File: src/rtl/nmr_tick_sched.sv
// nmr_tick_sched: programmable timing-clock controller for the NMR pulse sequencer.
// The block samples the asynchronous 5 MHz reference and counts its rising edges.
// It generates the square wave clk_out with a one-cycle tick at each rising edge.
// It sequences IDLE -> ARM -> RUN -> (DRAIN) -> IDLE, supports an optional burst
// length, and never cuts a high phase short.
// Default active config (half_div=250, free-run) gives 10 kHz from the 5 MHz reference.
//
// Optional feature macro: NMR_TICK_SHADOW_CFG_EN
//   defined   : a shadow register accepts config during RUN/DRAIN and applies it at the
//               next falling edge of clk_out (period boundary), clearing cycle_cnt.
//   undefined : config is accepted only in IDLE (cfg_ready = state is IDLE).
//
// Ports:
//   clk_sys        system clock (all logic in this domain)
//   rst_n          synchronous active-low reset
//   clk_5M         asynchronous 5 MHz reference, sampled only
//   cfg_half_div   reference edges per half period (0 behaves as 1)
//   cfg_burst_len  periods to run, 0 = free-run
//   cfg_valid/cfg_ready  configuration handshake
//   start/stop     level-sampled run control
//   clk_out        generated timing clock
//   tick           one-cycle pulse with every clk_out rising edge
//   busy           high in ARM, RUN and DRAIN
//   done           one-cycle pulse on return to IDLE from RUN/DRAIN
//   cycle_cnt      periods started since the last start (saturating)
module nmr_tick_sched #(
    parameter int unsigned DIV_W = 16,
    parameter int unsigned CNT_W = 16
) (
    input  logic             clk_sys,
    input  logic             rst_n,
    input  logic             clk_5M,
    input  logic [DIV_W-1:0] cfg_half_div,
    input  logic [CNT_W-1:0] cfg_burst_len,
    input  logic             cfg_valid,
    output logic             cfg_ready,
    input  logic             start,
    input  logic             stop,
    output logic             clk_out,
    output logic             tick,
    output logic             busy,
    output logic             done,
    output logic [CNT_W-1:0] cycle_cnt
);

    localparam int unsigned DEF_HALF_DIV = 250;

    typedef enum logic [1:0] {
        ST_IDLE  = 2'd0,
        ST_ARM   = 2'd1,
        ST_RUN   = 2'd2,
        ST_DRAIN = 2'd3
    } state_t;

    state_t           state;
    logic             ref_s1;
    logic             ref_s2;
    logic             ref_en;
    logic [DIV_W-1:0] half_div_q;
    logic [CNT_W-1:0] burst_len_q;
    logic [DIV_W-1:0] edge_cnt;
    logic [DIV_W-1:0] half_div_eff;
    logic             edge_hit;
    logic             burst_end;
    logic             cfg_xfer;
    logic [CNT_W-1:0] cycle_inc;

`ifdef NMR_TICK_SHADOW_CFG_EN
    logic             shad_vld;
    logic [DIV_W-1:0] shad_half_div;
    logic [CNT_W-1:0] shad_burst_len;
    localparam logic  RUN_READY = 1'b1;
`else
    localparam logic  RUN_READY = 1'b0;
`endif

    // Rising-edge detect on the synchronized reference
    assign ref_en       = ref_s1 & ~ref_s2;
    assign half_div_eff = (half_div_q == '0) ? DIV_W'(1) : half_div_q;
    assign edge_hit     = (edge_cnt == half_div_eff);
    assign burst_end    = (burst_len_q != '0) && (cycle_cnt == burst_len_q);
    assign cfg_xfer     = cfg_valid & cfg_ready;
    assign cycle_inc    = (&cycle_cnt) ? cycle_cnt : cycle_cnt + CNT_W'(1);

    // Sequencer, divider and registered outputs
    always_ff @(posedge clk_sys) begin
        if (!rst_n) begin
            state       <= ST_IDLE;
            ref_s1      <= 1'b0;
            ref_s2      <= 1'b0;
            half_div_q  <= DIV_W'(DEF_HALF_DIV);
            burst_len_q <= '0;
            edge_cnt    <= '0;
            clk_out     <= 1'b0;
            tick        <= 1'b0;
            busy        <= 1'b0;
            done        <= 1'b0;
            cycle_cnt   <= '0;
            cfg_ready   <= 1'b1;
`ifdef NMR_TICK_SHADOW_CFG_EN
            shad_vld       <= 1'b0;
            shad_half_div  <= '0;
            shad_burst_len <= '0;
`endif
        end else begin
            ref_s1 <= clk_5M;
            ref_s2 <= ref_s1;
            tick   <= 1'b0;
            done   <= 1'b0;

            case (state)
                ST_IDLE: begin
                    clk_out <= 1'b0;
`ifdef NMR_TICK_SHADOW_CFG_EN
                    // A shadow accepted on the way back to IDLE lands here
                    if (shad_vld) begin
                        half_div_q  <= shad_half_div;
                        burst_len_q <= shad_burst_len;
                        shad_vld    <= 1'b0;
                    end
`endif
                    if (cfg_xfer) begin
                        half_div_q  <= cfg_half_div;
                        burst_len_q <= cfg_burst_len;
                    end
                    // stop wins over a simultaneous start
                    if (start && !stop) begin
                        state     <= ST_ARM;
                        busy      <= 1'b1;
                        cycle_cnt <= '0;
                        cfg_ready <= 1'b0;
                    end
                end

                ST_ARM: begin
                    if (stop) begin
                        state     <= ST_IDLE;
                        busy      <= 1'b0;
                        cfg_ready <= 1'b1;
                    end else if (ref_en) begin
                        state     <= ST_RUN;
                        edge_cnt  <= DIV_W'(1);
                        clk_out   <= 1'b0;
                        cfg_ready <= RUN_READY;
                    end
                end

                ST_RUN, ST_DRAIN: begin
`ifdef NMR_TICK_SHADOW_CFG_EN
                    if (cfg_xfer) begin
                        shad_vld       <= 1'b1;
                        shad_half_div  <= cfg_half_div;
                        shad_burst_len <= cfg_burst_len;
                        cfg_ready      <= 1'b0;
                    end
`endif
                    if (state == ST_DRAIN && !clk_out) begin
                        // Low phase: nothing to finish, leave immediately
                        state     <= ST_IDLE;
                        busy      <= 1'b0;
                        done      <= 1'b1;
                        cfg_ready <= 1'b1;
                    end else begin
                        // Later assignments below override this when a period ends
                        if (state == ST_RUN && stop) begin
                            state <= ST_DRAIN;
                        end
                        if (ref_en) begin
                            if (edge_hit) begin
                                edge_cnt <= DIV_W'(1);
                                clk_out  <= ~clk_out;
                                if (!clk_out) begin
                                    tick      <= 1'b1;
                                    cycle_cnt <= cycle_inc;
                                end else if (burst_end || state == ST_DRAIN) begin
                                    state     <= ST_IDLE;
                                    busy      <= 1'b0;
                                    done      <= 1'b1;
                                    cfg_ready <= 1'b1;
                                end else begin
`ifdef NMR_TICK_SHADOW_CFG_EN
                                    // Period boundary: adopt the pending config
                                    if (shad_vld) begin
                                        half_div_q  <= shad_half_div;
                                        burst_len_q <= shad_burst_len;
                                        cycle_cnt   <= '0;
                                        shad_vld    <= 1'b0;
                                        cfg_ready   <= 1'b1;
                                    end
`endif
                                end
                            end else begin
                                edge_cnt <= edge_cnt + DIV_W'(1);
                            end
                        end
                    end
                end

                default: begin
                    state <= ST_IDLE;
                end
            endcase
        end
    end

endmodule

File: config.mk
export PLATFORM = sky130hd
export DESIGN_NAME = nmr_tick_sched
export DESIGN_NICKNAME = d
export VERILOG_FILES = /design/src/rtl/nmr_tick_sched.sv
export SDC_FILE = /design/constraint.sdc
export NUM_CORES = 1
export LEC_CHECK = 0
export ABC_AREA = 1
export ABC_CLOCK_PERIOD_IN_PS = 4830
export BUFFER_PORTS_ARGS = -buffer_cell sky130_fd_sc_hd__buf_4
export CAP_MARGIN = 30
export CORE_UTILIZATION = 35
export CTS_BUF_LIST = sky130_fd_sc_hd__clkbuf_8
export CTS_CLUSTER_DIAMETER = 50
export DETAILED_ROUTE_END_ITERATION = 12
export GPL_TIMING_DRIVEN = 0
export PLACE_DENSITY = 0.53
export SYNTH_ARGS = -nofsm -noshare
export SYNTH_HDL_FRONTEND = slang
export SYNTH_SLANG_ARGS = --single-unit
export TNS_END_PERCENT = 20
File: constraint.sdc
create_clock -name clk_sys -period 4.83 [get_ports clk_sys]
set_input_delay 0.966 -clock clk_sys [delete_from_list [all_inputs] [get_ports clk_sys]]
set_output_delay 0.966 -clock clk_sys [all_outputs]
set_load 0.1 [all_outputs]
==> flow_summary.json <==
{
  "status": "finished clean",
  "hold_end": "ref_s2",
  "synth.distinct_cells": 40,
  "maxCapViolCount": 0,
  "setup_viol": 0,
  "fin_nets": 685,
  "grt_pass1_wl_mm": 18.5,
  "yosys_warnings": 0,
  "layout_commonest_cell": "nand2_1",
  "crit_arrival_ns": 2.61,
  "setup_tns_ns": 0,
  "p_leak_nw": 1.92,
  "power_frac_seq_pct": 45.8,
  "p_sw_w": 0.000426,
  "antenna_found_initial": 0,
  "cts-resized-gates": 0,
  "htreeDepth": 3,
  "drt_first_iter_violations": 243,
  "grt.overflow.total": 0,
  "ff2ff_setup_slack_ns": 2.45,
  "ys_ff_latch": 73,
  "r2r-start": "cycle_cnt[0]",
  "cts_setup_buffers": 0,
  "fillers": 1156,
  "maxSlewHeadroom_pct": 59.2,
  "synth_fp_nets": 617,
  "syn_inst": 577,
  "wl_mm": 11.2,
  "ant_nets": 0,
  "irDropWorstVdd_uv": 160,
  "core-area_um2": 11000,
  "p_clk_share_pct": 38.4,
  "start_util_pct": 36.3,
  "clock_path_buffers": 2,
  "timing.rr.end": "cycle_cnt[10]",
  "antenna_cells": 0,
  "power_w": 0.00146,
  "die_h_um": 109,
  "io_buffers": 57,
  "hold_depth": 2,
  "io_pins": 59,
  "gr-usage-all-layers_pct": 20.5,
  "finalCritPeriodShare_pct": 49.3,
  "skew_ns": 0.0176,
  "drcViolationCount": 0,
  "die-area_um2": 11800,
  "layout_common_cells": "nand2_1, nor2_1, dfxtp_1",
  "multi_input_area_um2": 2170,
  "dp_hpwl_mm": 8.58,
  "seq_area_um2": 1460,
  "viasPerCell": 4.97,
  "syn_to_final_growth_pct": 20.8,
  "hold_viol_final": 0,
  "insertion_delay_ns": 0.37,
  "rows": 38,
  "criticalPathCategory": "reg2reg",
  "powerDensity_nw_per_um2": 303,
  "p_sw_share_pct": 29.2,
  "pwr-share-comb_pct": 15.9,
  "rsz0062_at_grt": "no",
  "worstPathMaxFanout": 10,
  "grt_max_degree": 14,
  "worstRegToRegCells": 11,
  "seq_area_frac_synth_pct": 36.6,
  "cts_num_sinks": 73,
  "critPathLaunchType": "register",
  "syn_avg_cell_area_um2": 6.92,
  "gp_congestion": 0.864,
  "grt_pass1_vias": 3701,
  "hold_buffers": 0,
  "dr_total_vias": 3924,
  "cts_tree": "built",
  "hp-start": "ref_s1",
  "min_period_ns": 2.38,
  "drv_slew": 0,
  "path_clk_slew_ns": 0.08,
  "critPathCaptureType": "register",
  "fmax_ghz": 0.420,
  "syn_area_um2": 3990,
  "clockRootBuffer": "clkbuf_8",
  "routedWlPerCell_um": 14.2,
  "worst_pin_slew_ns": 0.612,
  "drive_gt1_share_pct": 14.9,
  "p_int_w": 0.00103,
  "dr.pass1.iters": 5,
  "die_w_um": 109,
  "required_ns": 5.06,
  "hold_path_class": "reg2reg",
  "numCtsBuffers": 9
}
how the worst max path moves through the flow:
stage                      start            end  cells after the start
finish              cycle_cnt[0]  cycle_cnt[10]                     11
floorplan           cycle_cnt[0]  cycle_cnt[13]                     12
detailed placement          stop   edge_cnt[11]                      8
CTS                 cycle_cnt[0]   cycle_cnt[4]                     11
global route        cycle_cnt[0]  cycle_cnt[10]                     11
global placement            stop   edge_cnt[14]                     10
Yosys cell counts, drive strengths merged:
cell | n | area share (%)
nand2 | 105 | 9.9
nor2 | 88 | 8.4
dfxtp | 73 | 37
inv | 57 | 5.4
a21oi | 50 | 6.4
o21ai | 37 | 4.7
nand3 | 31 | 4.2
nand4 | 31 | 4.9
xor2 | 24 | 5.3
xnor2 | 17 | 3.7
nor3 | 15 | 2.4
clkbuf | 14 | 1.3
buf | 8 | 1.8
nor3b | 6 | 1.3
nor4 | 6 | 0.94
or2 | 4 | 0.63
clkinv | 3 | 0.41
ha | 2 | 0.63
o22ai | 2 | 0.31
a31oi | 1 | 0.16
nand3b | 1 | 0.19
o21bai | 1 | 0.19
o31ai | 1 | 0.19
power groups by stage:
stage	clock, W	sequential (W)	combinational (W)
after global routing	0.000601	0.000672	0.000263
after floorplan	0	0.000688	0.000150
after global placement	0	0.000681	0.000229
after detailed placement	0	0.000682	0.000232
after CTS	0.000576	0.000668	0.000233
final	0.000560	0.000667	0.000231
worst max-delay path, cell delays in order, from the launching register on:
cell and delay [ns]:
dfxtp_1 0.48, ha_1 0.25, nand2_1 0.08, nor2_1 0.20, nand2_1 0.12, nor2_2 0.18, nand4_1 0.12, a21oi_1 0.18
a21oi_2 0.11, clkbuf_1 0.28, nand4_1 0.17, a21oi_1 0.08
layer usage:
| metal | wire, µm | GRT usage, % |
|---|---|---|
| met2 | 4530 | 29.4 |
| met4 | 149 | 7.05 |
| met5 | 0 | 0 |
| met3 | 705 | 4.36 |
| met1 | 5800 | 29.9 |
state kept, by name, summed over array words and instances, names as in the netlist:
signal and count:
busy 1, cycle_cnt 16, edge_cnt 16, ref_s1 1, state 2, cfg_ready 1, tick 1, ref_s2 1
done 1, half_div_q 16, burst_len_q 16, clk_out 1
final cells by class:
type	count	share of cell area [%]
repair buffers	57	8.87
well taps	140	3.63
plain buffers	22	2.59
flip-flops and latches	73	30.3
clock inverters	6	1.87
multi-input cells	422	45.0
inverters	60	4.83
clock buffers	10	2.85
cell families after synthesis:
family	synth area share, %
AOI/OAI and AO/OA	11.9
xor gates and xnor gates	9.00
buffers and inverters	8.97
adders and majority gates	0.627
DFF	36.6
and+or+nand+nor	32.9
per-stage QoR:
step	util (%)	worst slack, ns	hold WS [ns]	cell area, µm²	instances
after floorplan	-	2.12	0.407	3990	577
after global placement	41.8	2.43	0.414	4590	774
after detailed placement	41.8	2.44	0.419	4590	774
after CTS	43.9	2.47	0.437	4820	790
after global routing	43.9	2.24	0.445	4820	790
final	43.9	2.45	0.432	4820	790
Power figures use the tool's default switching activity.
